--- config.mk ---
export PLATFORM = sky130hd
export DESIGN_NAME = cpu_fpu_issue_flat
export DESIGN_NICKNAME = d
export VERILOG_FILES = /design/src/rtl/cpu_fpu_issue_pkg.sv /design/src/rtl/cpu_fpu_issue_if.sv /design/src/rtl/cpu_fpu_issue_watchdog.sv /design/src/rtl/cpu_fpu_issue.sv /design/src/flat_wrapper.sv
export SDC_FILE = /design/constraint.sdc
export NUM_CORES = 1
export LEC_CHECK = 0
export CORE_MARGIN = 3
export CORE_UTILIZATION = 38
export CTS_CLUSTER_SIZE = 20
export DETAILED_ROUTE_END_ITERATION = 16
export GPL_ROUTABILITY_DRIVEN = 0
export PLACE_DENSITY = 0.88
export SYNTH_ARGS = -nofsm -noshare
export SYNTH_HDL_FRONTEND = slang
export SYNTH_SLANG_ARGS = --single-unit
--- constraint.sdc ---
create_clock -name i_clock -period 1.83 [get_ports i_clock]
set_input_delay 0.366 -clock i_clock [delete_from_list [all_inputs] [get_ports i_clock]]
set_output_delay 0.366 -clock i_clock [all_outputs]
set_load 0.05 [all_outputs]
--- src/rtl/cpu_fpu_issue_pkg.sv ---
// cpu_fpu_issue shared definitions: FPU opcodes, issue FSM states, canonical NaN.
// Used by cpu_fpu_issue and its watchdog (CPU_FPU_ISSUE_TIMEOUT_EN).
package cpu_fpu_issue_pkg;

  localparam logic [4:0] FPU_OP_FADD   = 5'd0;
  localparam logic [4:0] FPU_OP_FSUB   = 5'd1;
  localparam logic [4:0] FPU_OP_FMUL   = 5'd2;
  localparam logic [4:0] FPU_OP_FDIV   = 5'd3;
  localparam logic [4:0] FPU_OP_FSQRT  = 5'd4;
  localparam logic [4:0] FPU_OP_FMADD  = 5'd5;
  localparam logic [4:0] FPU_OP_FMSUB  = 5'd6;
  localparam logic [4:0] FPU_OP_FNMADD = 5'd7;
  localparam logic [4:0] FPU_OP_FNMSUB = 5'd8;
  localparam logic [4:0] FPU_OP_SGNJ   = 5'd9;
  localparam logic [4:0] FPU_OP_SGNJN  = 5'd10;
  localparam logic [4:0] FPU_OP_SGNJX  = 5'd11;
  localparam logic [4:0] FPU_OP_MIN    = 5'd12;
  localparam logic [4:0] FPU_OP_MAX    = 5'd13;
  localparam logic [4:0] FPU_OP_CMP_EQ = 5'd14;
  localparam logic [4:0] FPU_OP_CMP_LT = 5'd15;
  localparam logic [4:0] FPU_OP_CMP_LE = 5'd16;
  localparam logic [4:0] FPU_OP_F2I    = 5'd17;
  localparam logic [4:0] FPU_OP_F2U    = 5'd18;
  localparam logic [4:0] FPU_OP_I2F    = 5'd19;
  localparam logic [4:0] FPU_OP_U2F    = 5'd20;
  localparam logic [4:0] FPU_OP_MOV    = 5'd21;
  localparam logic [4:0] FPU_OP_CLASS  = 5'd22;

  localparam logic [31:0] FPU_CANON_NAN = 32'h7FC0_0000;

  typedef enum logic [1:0] {
    IDLE = 2'd0,
    BUSY = 2'd1,
    DONE = 2'd2
  } issue_st_e;

endpackage

--- src/rtl/cpu_fpu_issue_if.sv ---
// cpu_fpu_issue bus bundle: execute-side, CPU_FPU-side and writeback-side signals.
// slave = the issue stage, master = its surroundings.
interface cpu_fpu_issue_if #(
  parameter int TAG_W = 5
);
  logic             i_valid;
  logic             o_ready;
  logic [4:0]       i_op;
  logic [31:0]      i_op1;
  logic [31:0]      i_op2;
  logic [31:0]      i_op3;
  logic [TAG_W-1:0] i_rd;
  logic             i_int_dst;
  logic             i_flush;
  logic             o_fpu_request;
  logic [4:0]       o_fpu_op;
  logic [31:0]      o_fpu_op1;
  logic [31:0]      o_fpu_op2;
  logic [31:0]      o_fpu_op3;
  logic             i_fpu_ready;
  logic [31:0]      i_fpu_result;
  logic             o_valid;
  logic             i_wb_ready;
  logic [31:0]      o_result;
  logic [TAG_W-1:0] o_rd;
  logic             o_int_dst;
  logic             o_error;

  modport slave (
    input  i_valid, i_op, i_op1, i_op2, i_op3,
    input  i_rd, i_int_dst, i_flush,
    input  i_fpu_ready, i_fpu_result, i_wb_ready,
    output o_ready, o_fpu_request, o_fpu_op,
    output o_fpu_op1, o_fpu_op2, o_fpu_op3,
    output o_valid, o_result, o_rd, o_int_dst, o_error
  );

  modport master (
    output i_valid, i_op, i_op1, i_op2, i_op3,
    output i_rd, i_int_dst, i_flush,
    output i_fpu_ready, i_fpu_result, i_wb_ready,
    input  o_ready, o_fpu_request, o_fpu_op,
    input  o_fpu_op1, o_fpu_op2, o_fpu_op3,
    input  o_valid, o_result, o_rd, o_int_dst, o_error
  );
endinterface

--- src/rtl/cpu_fpu_issue_watchdog.sv ---
// BUSY-cycle watchdog for cpu_fpu_issue; only built with CPU_FPU_ISSUE_TIMEOUT_EN.
// o_expired fires in the BUSY cycle that completes TIMEOUT cycles without a result.
module cpu_fpu_issue_watchdog #(
  parameter int TIMEOUT = 255
) (
  input  logic i_clock,
  input  logic i_reset,
  input  logic i_clear,
  input  logic i_busy,
  output logic o_expired
);
  localparam logic [7:0] LIM = 8'(TIMEOUT - 1);

  logic [7:0] r_count;

  always_ff @(posedge i_clock) begin
    if (!i_reset) begin
      r_count <= '0;
    end else if (i_clear) begin
      r_count <= '0;
    end else if (i_busy) begin
      r_count <= r_count + 8'd1;
    end
  end

  assign o_expired = i_busy && (r_count == LIM);

endmodule

--- src/rtl/cpu_fpu_issue.sv ---
// FP issue/retire stage in front of CPU_FPU: holds the request, registers the result.
// Optional watchdog abort under CPU_FPU_ISSUE_TIMEOUT_EN.
module cpu_fpu_issue
  import cpu_fpu_issue_pkg::*;
#(
  parameter int TAG_W   = 5,
  parameter int TIMEOUT = 255
) (
  input  logic           i_clock,
  input  logic           i_reset,
  cpu_fpu_issue_if.slave bus
);
  issue_st_e        r_state;
  issue_st_e        w_next;
  logic [4:0]       r_op;
  logic [31:0]      r_op1;
  logic [31:0]      r_op2;
  logic [31:0]      r_op3;
  logic [TAG_W-1:0] r_rd;
  logic             r_int_dst;
  logic [31:0]      r_result;
  logic [TAG_W-1:0] r_res_rd;
  logic             r_res_int;
  logic             w_accept;
  logic             w_done;
  logic             w_expired;

  assign w_accept = (r_state == IDLE) && bus.i_valid && !bus.i_flush;
  assign w_done   = (r_state == BUSY) && !bus.i_flush
                 && (bus.i_fpu_ready || w_expired);

  always_comb begin
    w_next = r_state;
    unique case (r_state)
      IDLE: if (w_accept) w_next = BUSY;
      BUSY: begin
        if (bus.i_flush)
          w_next = IDLE;
        else if (bus.i_fpu_ready || w_expired)
          w_next = DONE;
      end
      DONE: if (bus.i_wb_ready || bus.i_flush) w_next = IDLE;
      default: w_next = IDLE;
    endcase
  end

  always_ff @(posedge i_clock) begin
    if (!i_reset) begin
      r_state   <= IDLE;
      r_op      <= '0;
      r_op1     <= '0;
      r_op2     <= '0;
      r_op3     <= '0;
      r_rd      <= '0;
      r_int_dst <= 1'b0;
      r_result  <= '0;
      r_res_rd  <= '0;
      r_res_int <= 1'b0;
    end else begin
      r_state <= w_next;
      if (w_accept) begin
        r_op      <= bus.i_op;
        r_op1     <= bus.i_op1;
        r_op2     <= bus.i_op2;
        r_op3     <= bus.i_op3;
        r_rd      <= bus.i_rd;
        r_int_dst <= bus.i_int_dst;
      end
      // A real FPU answer wins over a same-cycle watchdog expiry
      if (w_done) begin
        r_result  <= bus.i_fpu_ready ? bus.i_fpu_result
                                     : FPU_CANON_NAN;
        r_res_rd  <= r_rd;
        r_res_int <= r_int_dst;
      end
    end
  end

`ifdef CPU_FPU_ISSUE_TIMEOUT_EN
  logic r_error;

  cpu_fpu_issue_watchdog #(
    .TIMEOUT (TIMEOUT)
  ) u_wdog (
    .i_clock   (i_clock),
    .i_reset   (i_reset),
    .i_clear   (w_accept),
    .i_busy    (r_state == BUSY),
    .o_expired (w_expired)
  );

  always_ff @(posedge i_clock) begin
    if (!i_reset) begin
      r_error <= 1'b0;
    end else if (w_done) begin
      r_error <= !bus.i_fpu_ready;
    end else if (r_state == DONE && w_next != DONE) begin
      r_error <= 1'b0;
    end
  end

  assign bus.o_error = r_error;
`else
  assign w_expired   = 1'b0;
  assign bus.o_error = 1'b0;
`endif

  assign bus.o_ready       = (r_state == IDLE);
  assign bus.o_fpu_request = (r_state == BUSY);
  assign bus.o_fpu_op      = r_op;
  assign bus.o_fpu_op1     = r_op1;
  assign bus.o_fpu_op2     = r_op2;
  assign bus.o_fpu_op3     = r_op3;
  assign bus.o_valid       = (r_state == DONE);
  assign bus.o_result      = r_result;
  assign bus.o_rd          = r_res_rd;
  assign bus.o_int_dst     = r_res_int;

endmodule

--- src/flat_wrapper.sv ---
// flat-port wrapper written by rule: the top's interface ports become plain ports
module cpu_fpu_issue_flat import cpu_fpu_issue_pkg::*;
#(
  parameter int TAG_W   = 5,
  parameter int TIMEOUT = 255
)
  (i_clock, i_reset, bus_i_valid, bus_i_op, bus_i_op1, bus_i_op2, bus_i_op3, bus_i_rd, bus_i_int_dst, bus_i_flush, bus_i_fpu_ready, bus_i_fpu_result, bus_i_wb_ready, bus_o_ready, bus_o_fpu_request, bus_o_fpu_op, bus_o_fpu_op1, bus_o_fpu_op2, bus_o_fpu_op3, bus_o_valid, bus_o_result, bus_o_rd, bus_o_int_dst, bus_o_error);
  cpu_fpu_issue_if #(.TAG_W(TAG_W)) bus_i ();
  input  logic i_clock;
  input  logic i_reset;
  input wire logic [$bits(bus_i.i_valid)-1:0] bus_i_valid;
  input wire logic [$bits(bus_i.i_op)-1:0] bus_i_op;
  input wire logic [$bits(bus_i.i_op1)-1:0] bus_i_op1;
  input wire logic [$bits(bus_i.i_op2)-1:0] bus_i_op2;
  input wire logic [$bits(bus_i.i_op3)-1:0] bus_i_op3;
  input wire logic [$bits(bus_i.i_rd)-1:0] bus_i_rd;
  input wire logic [$bits(bus_i.i_int_dst)-1:0] bus_i_int_dst;
  input wire logic [$bits(bus_i.i_flush)-1:0] bus_i_flush;
  input wire logic [$bits(bus_i.i_fpu_ready)-1:0] bus_i_fpu_ready;
  input wire logic [$bits(bus_i.i_fpu_result)-1:0] bus_i_fpu_result;
  input wire logic [$bits(bus_i.i_wb_ready)-1:0] bus_i_wb_ready;
  output wire logic [$bits(bus_i.o_ready)-1:0] bus_o_ready;
  output wire logic [$bits(bus_i.o_fpu_request)-1:0] bus_o_fpu_request;
  output wire logic [$bits(bus_i.o_fpu_op)-1:0] bus_o_fpu_op;
  output wire logic [$bits(bus_i.o_fpu_op1)-1:0] bus_o_fpu_op1;
  output wire logic [$bits(bus_i.o_fpu_op2)-1:0] bus_o_fpu_op2;
  output wire logic [$bits(bus_i.o_fpu_op3)-1:0] bus_o_fpu_op3;
  output wire logic [$bits(bus_i.o_valid)-1:0] bus_o_valid;
  output wire logic [$bits(bus_i.o_result)-1:0] bus_o_result;
  output wire logic [$bits(bus_i.o_rd)-1:0] bus_o_rd;
  output wire logic [$bits(bus_i.o_int_dst)-1:0] bus_o_int_dst;
  output wire logic [$bits(bus_i.o_error)-1:0] bus_o_error;
  assign bus_i.i_valid = bus_i_valid;
  assign bus_i.i_op = bus_i_op;
  assign bus_i.i_op1 = bus_i_op1;
  assign bus_i.i_op2 = bus_i_op2;
  assign bus_i.i_op3 = bus_i_op3;
  assign bus_i.i_rd = bus_i_rd;
  assign bus_i.i_int_dst = bus_i_int_dst;
  assign bus_i.i_flush = bus_i_flush;
  assign bus_i.i_fpu_ready = bus_i_fpu_ready;
  assign bus_i.i_fpu_result = bus_i_fpu_result;
  assign bus_i.i_wb_ready = bus_i_wb_ready;
  assign bus_o_ready = bus_i.o_ready;
  assign bus_o_fpu_request = bus_i.o_fpu_request;
  assign bus_o_fpu_op = bus_i.o_fpu_op;
  assign bus_o_fpu_op1 = bus_i.o_fpu_op1;
  assign bus_o_fpu_op2 = bus_i.o_fpu_op2;
  assign bus_o_fpu_op3 = bus_i.o_fpu_op3;
  assign bus_o_valid = bus_i.o_valid;
  assign bus_o_result = bus_i.o_result;
  assign bus_o_rd = bus_i.o_rd;
  assign bus_o_int_dst = bus_i.o_int_dst;
  assign bus_o_error = bus_i.o_error;
  cpu_fpu_issue #(.TAG_W(TAG_W), .TIMEOUT(TIMEOUT)) u_core (.i_clock(i_clock), .i_reset(i_reset), .bus(bus_i));
endmodule
## After elaboration in Yosys (flattened, before gate mapping)

Cells that the tools add are included.

- Bits in registers: 147
- Logic and storage cells: 29

- Mux-type cells: 6
- Equality and inequality tests: 5
- Reductions and logical operators: 8

Operators by type and width:

| kind | number |
|---|---|
| $mux 32 | 1 |
| $mux 2 | 4 |
| $pmux 2 s3 | 1 |
| $logic_and 1x1->1 | 4 |
| $ne 2x1->1 const B | 2 |
| $ne 3x3->1 const B | 1 |
| $reduce_and 3->1 | 1 |
| $eq 2x1->1 const B | 1 |
| $eq 2x2->1 const B | 1 |
| $logic_not 2->1 | 1 |
| $logic_not 1->1 | 1 |
| $logic_or 1x1->1 | 1 |

## Logic depth before layout (Yosys ltp)

Gate-level depths: netlist (run 1).

- Word-level depth: 5
- Gate-level depth with buffers: 7
- Gate-level depth less buffers: 3

## Worst setup path after synthesis (run 1)

No wires, ideal clock.

- Path kind: reg-to-reg
- Start point: register u_core.r_state[0]
- End point: register u_core.r_state[1]
- Path buffers: 1
- Stages on the path, launching flop included: 5
- Clock period less this slack: 1.755 ns
- Arrival time: 1.641 ns
- Path slack: 0.075 ns
- Path through: dfxtp_1 > buf_4 > nor2b_1 > o21ai_0 > a2111oi_0

RTL lines:

| element | line | source |
|---|---|---|
| start: declaration | cpu_fpu_issue.sv:13 | `issue_st_e r_state;` |
| start signal: assignment | cpu_fpu_issue.sv:60 | `r_state <= w_next;` |
| $eq 2x1->1 (*) | - |  |
| named net bus_o_fpu_request | flat_wrapper.sv:23 | `output wire logic [$bits(bus_i.o_fpu_request)-1:0] bus_o_fpu_request;` |
| $ne 3x3->1 (no line) | - |  |
| $reduce_and 3->1 (no line) | - |  |

The timed path passes the listed nets; every way through them passes the cells marked *.
A chain may end at the register's enable or synchronous reset.

## Worst setup path in the final report (run 1)

- Start point: register u_core.r_state[0]
- End point: output bus_o_fpu_request

- Word-level cells in the longest chain between the ends: 1

RTL lines:

| element | line | source |
|---|---|---|
| $eq 2x1->1 | cpu_fpu_issue.sv:109 | `assign bus.o_fpu_request = (r_state == BUSY);` |
| end: declaration | flat_wrapper.sv:23 |  |

Every way passes these cells.

==> results.md, run 1 <==
- Power spread over the standard cell area amounts to 956 nW/um^2.
- Once detail routing completed, the nets flagged for antenna violations numbered 0.
- Global routing finished with a remaining overflow of 0.
- The synthesized netlist devotes 14.5% of its cell area to compound gates.
- The via count of the first global-routing pass was 5011.
- The first global-routing pass estimated 24.6 mm of wire.
- The arrival time of data at the critical path endpoint is 1.30 ns.
- The number of antenna diodes is 0.
- The class of the worst hold path is reg2reg.
- Summing the areas of all and, or, nand and nor instances in the mapped netlist gives 23.3% of the synthesized area.
- The portion of synthesized area spent on multiplexers is 0.194%.
- Dividing the detail-routed via count by the number of cells gives 4.74.
- The run finished with clean final reports.
- The starting density of the core is 39.8%.
- The number of antenna violations at the first check in global routing was 0.
- Setup violations remaining at the end of the flow were counted as 0.
- The placeable core region is 13000 um^2.
- The share of the synthesized netlist area taken by xor and xnor gates is 0%.
- The overall die area is 15000 um^2.
- By area, the combinational part of the netlist is dominated by simple AND/OR/NAND/NOR gates.
- The count of maximum capacitance violations is 0.
- The number of placed I/O pins is 288.
- The net count of the finished layout is 1070.
- Entering global routing, the biggest net connects 67 pins.
- The HPWL after detailed placement is 11.5 mm.
- After detailed routing, the total wire length is 16.4 mm.
- Static timing analysis puts the maximum clock frequency at 0.600 GHz.
- Excluding fillers, the count of instances in the completed layout stands at 1109.
- The floorplan die height is 123 um.
- The Yosys step of the flow raised 0 warnings.
- For this run, design rule violations remaining after detail routing come to 0.
- The clock insertion delay at the later pin of the skew report is 0.42 ns.
- The average instance in the mapped netlist occupies 7.95 um^2.
- The number of buffers inserted by hold repair at cts is 0.
- The clock net in this run drives a total of 147 sinks.
- The count of pins over their slew limit came to 0.
- The worst path needs 1.67 ns of the cycle, external delays included.
- Counting flops and latches in the post-synthesis netlist gives 147.
- The number of placed cells counting well taps is 1078.
- The clock passes through at most 2 buffers.
- After technology mapping, the gate count stands at 650.
- The hold violation count in the final report is 0.
- The highest ir drop seen on vdd is 0.000697 V.
- Of the cells placed in the final design, the portion with a size suffix greater than 1 is 21.0%.
- The clock slew seen by the registers of the worst setup and hold paths is 0.06 ns.
- Clock skew on the completed layout was measured at 0.0125 ns.
- The critical path is of the reg2out type.
- Before antenna repair, the detailed router went through 4 iterations.
- The share of synthesized area occupied by flip-flops and latches is 56.9%.
- For this design the static power due to leakage is 3.49 nW.
- The cell type of the slowest stage on the worst timing path is sky130_fd_sc_hd__dfxtp_2.
- The portion of the clock cycle consumed by the worst path in the final layout is 91.0%.
- The TritonCTS buffer count is 17.
- The net count after synthesis is 795.
- In this run the horizontal extent of the chip is 123 um.
- The synthesized area is 5170 um^2.
- The aggregate global-route resource usage is 20.8%.
- The kind of launch point of the worst setup path is a flop.
- Of all nets on the critical path, the largest fanout is 9.
- The tree is rooted in a sky130_fd_sc_hd__clkbuf_16.
- After the first detailed-routing iteration, the DRC count stood at 281.
- The via count is 5257.
- The count of port buffers added during placement is 286.
- After floorplanning, the core was divided into 41 placement rows.
- The TritonCTS clock tree is built.
- In this design, the stage delay of the slowest critical-path cell is 0.45 ns.
- In the final routed layout, each cell accounts on average for 14.8 um.
- The critical path goes through nor2b_2 > buf_12.
- The post-layout utilization of the core is 66.3%.
- In this run, distinct cell masters in the synthesized netlist total 23.
- The area growth from synthesis to final layout is 66.4%.
- Setup total negative slack on the finished layout was measured at 0 ns.
- Data on the critical path is required at its endpoint by 1.46 ns.
- The type of element capturing the critical path is an output port.
- Setup repair after global routing left no endpoint under its margin.
- The adder-cell share of the synthesized area is 0%.
- The smallest hold slack is 0.448 ns.
- In this run the number of H-tree levels came out at 4.
sequential cells by signal, summed over array words and instances, names as in the netlist:
signal,count
u_core.bus.o_result,32
u_core.bus.o_fpu_op1,32
u_core.bus.o_rd,5
u_core.r_int_dst,1
u_core.r_rd,5
u_core.bus.o_fpu_op3,32
u_core.bus.o_fpu_op2,32
u_core.r_state,2
u_core.bus.o_int_dst,1
u_core.bus.o_fpu_op,5
where the power goes:
part | leakage, nW | switching, W | internal (W)
registers | 1.20 | 0.0000668 | 0.00332
clock network | 0.292 | 0.00129 | 0.00224
logic | 2.00 | 0.000746 | 0.000555
total | 3.49 | 0.00210 | 0.00612
cells in the mapped netlist:
| cell | n | area share, % |
|---|---|---|
| sky130_fd_sc_hd__nor4b_4 | 1 | 0.46 |
| sky130_fd_sc_hd__buf_2 | 6 | 0.58 |
| sky130_fd_sc_hd__nor2_1 | 2 | 0.15 |
| sky130_fd_sc_hd__clkbuf_1 | 32 | 2.3 |
| sky130_fd_sc_hd__a21boi_0 | 1 | 0.15 |
| sky130_fd_sc_hd__nor4_1 | 1 | 0.12 |
| sky130_fd_sc_hd__dfxtp_1 | 147 | 57 |
| sky130_fd_sc_hd__or4b_1 | 1 | 0.19 |
| sky130_fd_sc_hd__buf_1 | 2 | 0.15 |
| sky130_fd_sc_hd__buf_4 | 5 | 0.73 |
| sky130_fd_sc_hd__buf_6 | 5 | 1.1 |
| sky130_fd_sc_hd__o21ai_0 | 1 | 0.097 |
| sky130_fd_sc_hd__inv_1 | 3 | 0.22 |
| sky130_fd_sc_hd__mux2i_1 | 1 | 0.19 |
| sky130_fd_sc_hd__nand2_2 | 10 | 1.2 |
| sky130_fd_sc_hd__a2111oi_0 | 1 | 0.17 |
| sky130_fd_sc_hd__nor3b_1 | 1 | 0.15 |
| sky130_fd_sc_hd__nor4bb_1 | 1 | 0.19 |
| sky130_fd_sc_hd__nor2b_1 | 2 | 0.24 |
| sky130_fd_sc_hd__nand2_1 | 280 | 20 |
| sky130_fd_sc_hd__nand4bb_1 | 1 | 0.22 |
| sky130_fd_sc_hd__a21oi_1 | 145 | 14 |
| sky130_fd_sc_hd__conb_1 | 1 | 0.073 |
cells by family (layout without fill, tap and decap cells):
logic type,Yosys count,count (layout)
AO/OA/AOI/OAI,148,148
buffers and inverters,53,340
flip-flops,147,147
multiplexers,1,1
other,1,1
AND/OR/NAND/NOR,300,300
cell type report:
cell class / count / area (um^2)
tap: 172 / 215
clock inverter: 9 / 129
timing repair buffer: 306 / 2840
multi-input combinational: 450 / 1990
sequential: 147 / 2950
fill: 1063 / 4380
inverter: 3 / 13.8
clock buffer: 22 / 474
through the flow:
stage,setup slack (ns),power [W],area (um^2)
after global placement,-0.145,0.00475,8010
final,0.164,0.00822,8600
after floorplan,0.0749,0.00413,5170
after CTS,0.00620,0.00829,8600
after global routing,0.0663,0.00849,8600
after detailed placement,-0.174,0.00476,8010
path summary, 6_finish.rpt:
check | cells after the start | endpoint | slack [ns] | start
setup / recovery | 2 | bus_o_fpu_request | 0.16 | u_core.r_state[0]
hold / removal | 2 | u_core.bus.o_fpu_op3[12] | 0.45 | u_core.bus.o_fpu_op3[12]
setup reg to reg | 4 | u_core.bus.o_fpu_op1[26] | 0.30 | u_core.r_state[1]
hold reg to reg | 2 | u_core.bus.o_fpu_op3[12] | 0.45 | u_core.bus.o_fpu_op3[12]
cells in the final DEF (no fill, tap or decap), drive strengths merged:
cell type,synthesis,layout
nor2b,2,2
nand2,290,290
mux2i,1,1
a2111oi,1,1
dfxtp,147,147
or4b,1,1
nor2,2,2
clkbuf,32,22
o21ai,1,1
dlygate4sd2,0,12
nor4b,1,1
nor4,1,1
clkdlybuf4s50,0,144
a21boi,1,1
buf,18,150
nand4bb,1,1
clkinv,0,4
clkinvlp,0,2
inv,3,3
conb,1,1
nor3b,1,1
nor4bb,1,1
bufinv,0,3
a21oi,145,145
routing by layer:
metal | share of wire, % | vias up | routed length, um | GRT usage [%]
met5 | 0 | - | 0 | 0
met4 | 1.1 | 0 | 178 | 6.09
met3 | 11 | 14 | 1770 | 9.03
met2 | 51 | 204 | 8280 | 36.8
met1 | 38 | 2404 | 6160 | 22.5
li1 | - | 2635 | - | -
worst max-delay path: cells and delay by family (launching register included):
kind	cells	cell delay, ns
buffers and inverters	1	0.17
and+or+nand+nor	1	0.27
DFF	1	0.45
what timing repair did:
item	in CTS	in global routing
resized for setup	13	2
setup buffers	0	0
setup endpoints to repair	13	2
Power figures use the tool's default switching activity.
==> run 2: changes to the inputs <==
--- a/config.mk
+++ b/config.mk
@@ -5,12 +5,13 @@
 export SDC_FILE = /design/constraint.sdc
 export NUM_CORES = 1
 export LEC_CHECK = 0
+export ABC_AREA = 1
 export CORE_MARGIN = 3
-export CORE_UTILIZATION = 38
+export CORE_UTILIZATION = 40
 export CTS_CLUSTER_SIZE = 20
 export DETAILED_ROUTE_END_ITERATION = 16
 export GPL_ROUTABILITY_DRIVEN = 0
-export PLACE_DENSITY = 0.88
+export PLACE_DENSITY = 0.9
 export SYNTH_ARGS = -nofsm -noshare
 export SYNTH_HDL_FRONTEND = slang
 export SYNTH_SLANG_ARGS = --single-unit
==> run 2 against run 1 <==
Worst setup slack lost 0.077 ns. Die area grew 3.2%. Critical endpoint is now bus_o_ready. Via count grew 16%. Count of clock-buffer cells in the layout grew 1.
==> results.md, run 2 <==
- Run status: finished clean (unchanged).
- The average vias per placed instance was 5.08 (was 4.74).
- The number of antenna violations at the first check in global routing is 0 (unchanged).
- The share of synthesized area occupied by flip-flops and latches was 52.3% (was 56.9%).
- The main combinational cell family by area after synthesis is simple AND/OR/NAND/NOR gates (unchanged).
- The number of placed cells counting well taps is 1171 (was 1078).
- The worst clock skew is 0.00923 ns (was 0.0125 ns).
- Top cells by instance count after synthesis: sky130_fd_sc_hd__dfxtp_1 (147), sky130_fd_sc_hd__nand2_1 (146), sky130_fd_sc_hd__nand3_1 (110), sky130_fd_sc_hd__a21oi_1 (109), sky130_fd_sc_hd__nor2_1 (80) (was sky130_fd_sc_hd__nand2_1 (280), sky130_fd_sc_hd__dfxtp_1 (147), sky130_fd_sc_hd__a21oi_1 (145), sky130_fd_sc_hd__clkbuf_1 (32), sky130_fd_sc_hd__nand2_2 (10)).
- The area growth from synthesis to final layout is 61.9% (was 66.4%).
- The share of the synthesized netlist area taken by xor and xnor gates is 0% (unchanged).
- The gate count of the mapped netlist is 743 (was 650).
- The area share of the largest cell type after synthesis came to 52.3% (was 56.9%).
- The floorplan die height is 125 um (was 123 um).
- The pin count of the biggest net entering global routing was 68 (was 67).
- The peak fanout along the critical path is 8 (was 9).
- The starting density of the core is 41.7% (was 39.8%).
- The TritonCTS clock tree is built (unchanged).
- The via count is 6104 (was 5257).
- The aggregate routed wire length is 18.7 mm (was 16.4 mm).
- The hold violation count in the final report is 0 (unchanged).
- The count of port buffers added during placement is 286 (unchanged).
- The synthesis warning total is 0 (unchanged).
- The class of the worst hold path is reg2reg (unchanged).
- Top area cells in the synthesized netlist: sky130_fd_sc_hd__dfxtp_1 (52%), sky130_fd_sc_hd__nand3_1 (9.8%), sky130_fd_sc_hd__nand2_1 (9.7%), sky130_fd_sc_hd__a21oi_1 (9.7%), sky130_fd_sc_hd__nor2_1 (5.3%) (was sky130_fd_sc_hd__dfxtp_1 (57%), sky130_fd_sc_hd__nand2_1 (20%), sky130_fd_sc_hd__a21oi_1 (14%), sky130_fd_sc_hd__clkbuf_1 (2.3%), sky130_fd_sc_hd__nand2_2 (1.2%)).
- The number of cells in the finished layout apart from fillers is 1202 (was 1109).
- Setup repair after global routing missed its margin: no (unchanged).
- The number of H-tree branching levels is 4 (unchanged).
- The number of buffers inserted by hold repair at cts is 0 (unchanged).
- The most common flop cell mapped by yosys is sky130_fd_sc_hd__dfxtp_1 (unchanged).
- The total number of placement rows is 42 (was 41).
- The worst endpoint required time was 1.46 ns (about the same).
- The placeable core region is 13500 um^2 (was 13000 um^2).
- The TritonCTS buffer count came to 17 (unchanged).
- For the pin with the worst max-slew slack, the measured transition is 0.557 ns.
- The complex-gate fraction of the synthesized area is 9.70% (was 14.5%).
- The setup total negative slack is 0 ns (unchanged).
- The unique cell type count in the Yosys netlist came to 16 (was 23).
- The kind of critical path is reg2out (unchanged).
- The count of pins over their slew limit came to 0 (unchanged).
- The area used by multi-input combinational logic came to 2230 um^2 (was 1990 um^2).
- The maximum frequency from static timing analysis is 0.574 GHz (was 0.600 GHz).
- The portion of the clock cycle consumed by the worst path in the final layout was 95.2% (was 91.0%).
- The number of enable-type register cells in the synthesized netlist is 0 (unchanged).
- The number of post-CTS setup repair buffers is 0 (unchanged).
- The clock tree buffer depth came to 2 (unchanged).
- The synthesized area is 5630 um^2 (was 5170 um^2).
- The async set-reset flop share out of synthesis is 0% (unchanged).
- The kind of launch point of the worst setup path is a flop (unchanged).
- The ratio of cells with drive above 1 in the final layout is 18.8% (was 21.0%).
- The worst slack after detailed placement is 0.00461 ns (was -0.174 ns).
- The aggregate global-route resource usage was 23.5% (was 20.8%).
- The post-detailed-placement half-perimeter wirelength is 13.1 mm (was 11.5 mm).
- The horizontal die dimension is 125 um (was 123 um).
- The number of endpoints failing setup at the final stage is 0 (unchanged).
- The clock slew seen by the registers of the worst setup and hold paths is 0.06 ns (about the same).
- The number of placed I/O pins is 288 (unchanged).
- The count of maximum capacitance violations was 0 (unchanged).
- The number of antenna diodes is 0 (unchanged).
- Top library cells by usage in the layout, fill and taps aside: sky130_fd_sc_hd__buf_4 (147), sky130_fd_sc_hd__dfxtp_1 (147), sky130_fd_sc_hd__nand2_1 (146) (was sky130_fd_sc_hd__nand2_1 (280), sky130_fd_sc_hd__a21oi_1 (145), sky130_fd_sc_hd__dfxtp_1 (145)).
- The final setup slack of the worst path came to 0.0877 ns (was 0.164 ns).
- The post-synthesis area per instance came to 7.57 um^2 (was 7.95 um^2).
- The clock insertion delay at the later pin of the skew report is 0.42 ns (about the same).
- The final critical-path required period is 1.74 ns (was 1.67 ns).
- The net count of the finished layout is 1159 (was 1070).
- The power per cell area is 956 nW/um^2 (about the same).
- The mux share of post-synthesis cell area is 0% (was 0.194%).
- The via count of the first global-routing pass is 5919 (was 5011).
- The number of DRC violations after detailed routing is 0 (unchanged).
- The simple-gate share of the synthesized area is 29.6% (was 23.3%).
- The adder-cell share of the synthesized area is 0% (unchanged).
- The net count after synthesis came to 888 (was 795).
- The most frequent cell after synthesis is sky130_fd_sc_hd__dfxtp_1 (was sky130_fd_sc_hd__nand2_1).
- The leakage power was 3.88 nW (was 3.49 nW).
- The number of clock sinks seen by CTS is 147 (unchanged).
- The max-slew headroom at the worst pin is 62.9%.
- The post-route antenna net violation count is 0 (unchanged).
- The first-iteration detailed-routing DRC count is 445 (was 281).
- The fill cell total of the finished layout is 1070 (was 1063).
- The number of detailed-route iterations in the first pass is 5 (was 4).
- The detailed-route wire length per cell is 15.6 um (was 14.8 um).
- The footprint of the flip-flops and latches is 2940 um^2 (was 2950 um^2).
- The cell at the root of the clock tree is sky130_fd_sc_hd__clkbuf_16 (unchanged).
- The residual overflow from global routing came to 0 (unchanged).
- The arrival time of data at the critical path endpoint is 1.38 ns (was 1.30 ns).
- The flip-flop and latch count after synthesis was 147 (unchanged).
- The wire length of the first global-routing pass is 29.9 mm (was 24.6 mm).
- The overall die area came to 15500 um^2 (was 15000 um^2).
- The type of element capturing the critical path is an output port (unchanged).
- The post-synthesis cell type with the largest combined area is sky130_fd_sc_hd__dfxtp_1 (unchanged).
- The highest ir drop seen on vdd is 0.000733 V (was 0.000697 V).
## run 2: cell count changes after synthesis, moves of 5 or more
cell / change
sky130_fd_sc_hd__nand2_1: -134
sky130_fd_sc_hd__nand4_1: +38
sky130_fd_sc_hd__nor2_1: +78
sky130_fd_sc_hd__a21oi_1: -36
sky130_fd_sc_hd__buf_2: +20
sky130_fd_sc_hd__buf_6: -5
sky130_fd_sc_hd__nand3_1: +110
sky130_fd_sc_hd__nand2_2: -9
sky130_fd_sc_hd__inv_1: +39
## run 2: area by class of cell
| type | count | share of cell area [%] |
|---|---|---|
| Tap cell | 176 | 2.42 |
| Multi-Input combinational cell | 487 | 24.5 |
| Timing Repair Buffer | 317 | 31.9 |
| Clock buffer | 23 | 5.14 |
| Sequential cell | 147 | 32.3 |
| Inverter | 44 | 1.83 |
| Clock inverter | 8 | 1.92 |
## run 2: logic make-up (layout without fill, tap and decap cells)
logic type             count (synthesis)  in the layout
flip-flops                           147            147
AND/OR/NAND/NOR                      377            377
other                                  1              1
buffers and inverters                109            392
AO/OA/AOI/OAI                        109            109
## run 2: repair_timing
item	4_1_cts	5_1_grt
hold endpoints to repair	0	0
resized for setup	15	0
endpoints found under the setup margin	15	0
## run 2: path summary, 6_finish.rpt
| check | start | end | slack (ns) | cells after the start |
|---|---|---|---|---|
| max | u_core.r_state[1] | bus_o_ready | 0.09 | 2 |
| min | u_core.bus.o_fpu_op1[31] | u_core.bus.o_fpu_op1[31] | 0.46 | 2 |
| max reg2reg | u_core.r_state[0] | u_core.bus.o_result[23] | 0.38 | 6 |
| min reg2reg | u_core.bus.o_fpu_op1[31] | u_core.bus.o_fpu_op1[31] | 0.46 | 2 |
## run 2: metrics by stage
stage / util, % / area [um^2] / hold WS [ns] / power (W)
floorplan: - / 5630 / 0.439 / 0.00430
global placement: 62.8 / 8480 / 0.447 / 0.00497
detailed placement: 62.8 / 8480 / 0.452 / 0.00500
CTS: 67.5 / 9110 / 0.461 / 0.00878
global route: 67.5 / 9110 / 0.478 / 0.00901
finish: 67.5 / 9110 / 0.459 / 0.00871
## run 2: critical path, cell delays in order (launching register included)
cell	delay (ns)
sky130_fd_sc_hd__dfxtp_1	0.36
sky130_fd_sc_hd__nor2_4	0.40
sky130_fd_sc_hd__buf_12	0.20
## run 2: per-layer routing
layer	vias to the layer above	GRT usage, %	routed length, um
met5	-	0	0
met3	44	9.73	1780
li1	2989	-	-
met1	2791	26.2	7230
met4	0	9.16	569
met2	280	39.7	9170
## run 2: power breakdown
group / leakage (nW) / total (W) / switching (W) / internal [W]
Clock: 0.308 / 0.00378 / 0.00129 / 0.00249
Sequential: 1.20 / 0.00341 / 0.0000707 / 0.00333
Combinational: 2.38 / 0.00152 / 0.000909 / 0.000615
Total: 3.88 / 0.00871 / 0.00227 / 0.00644
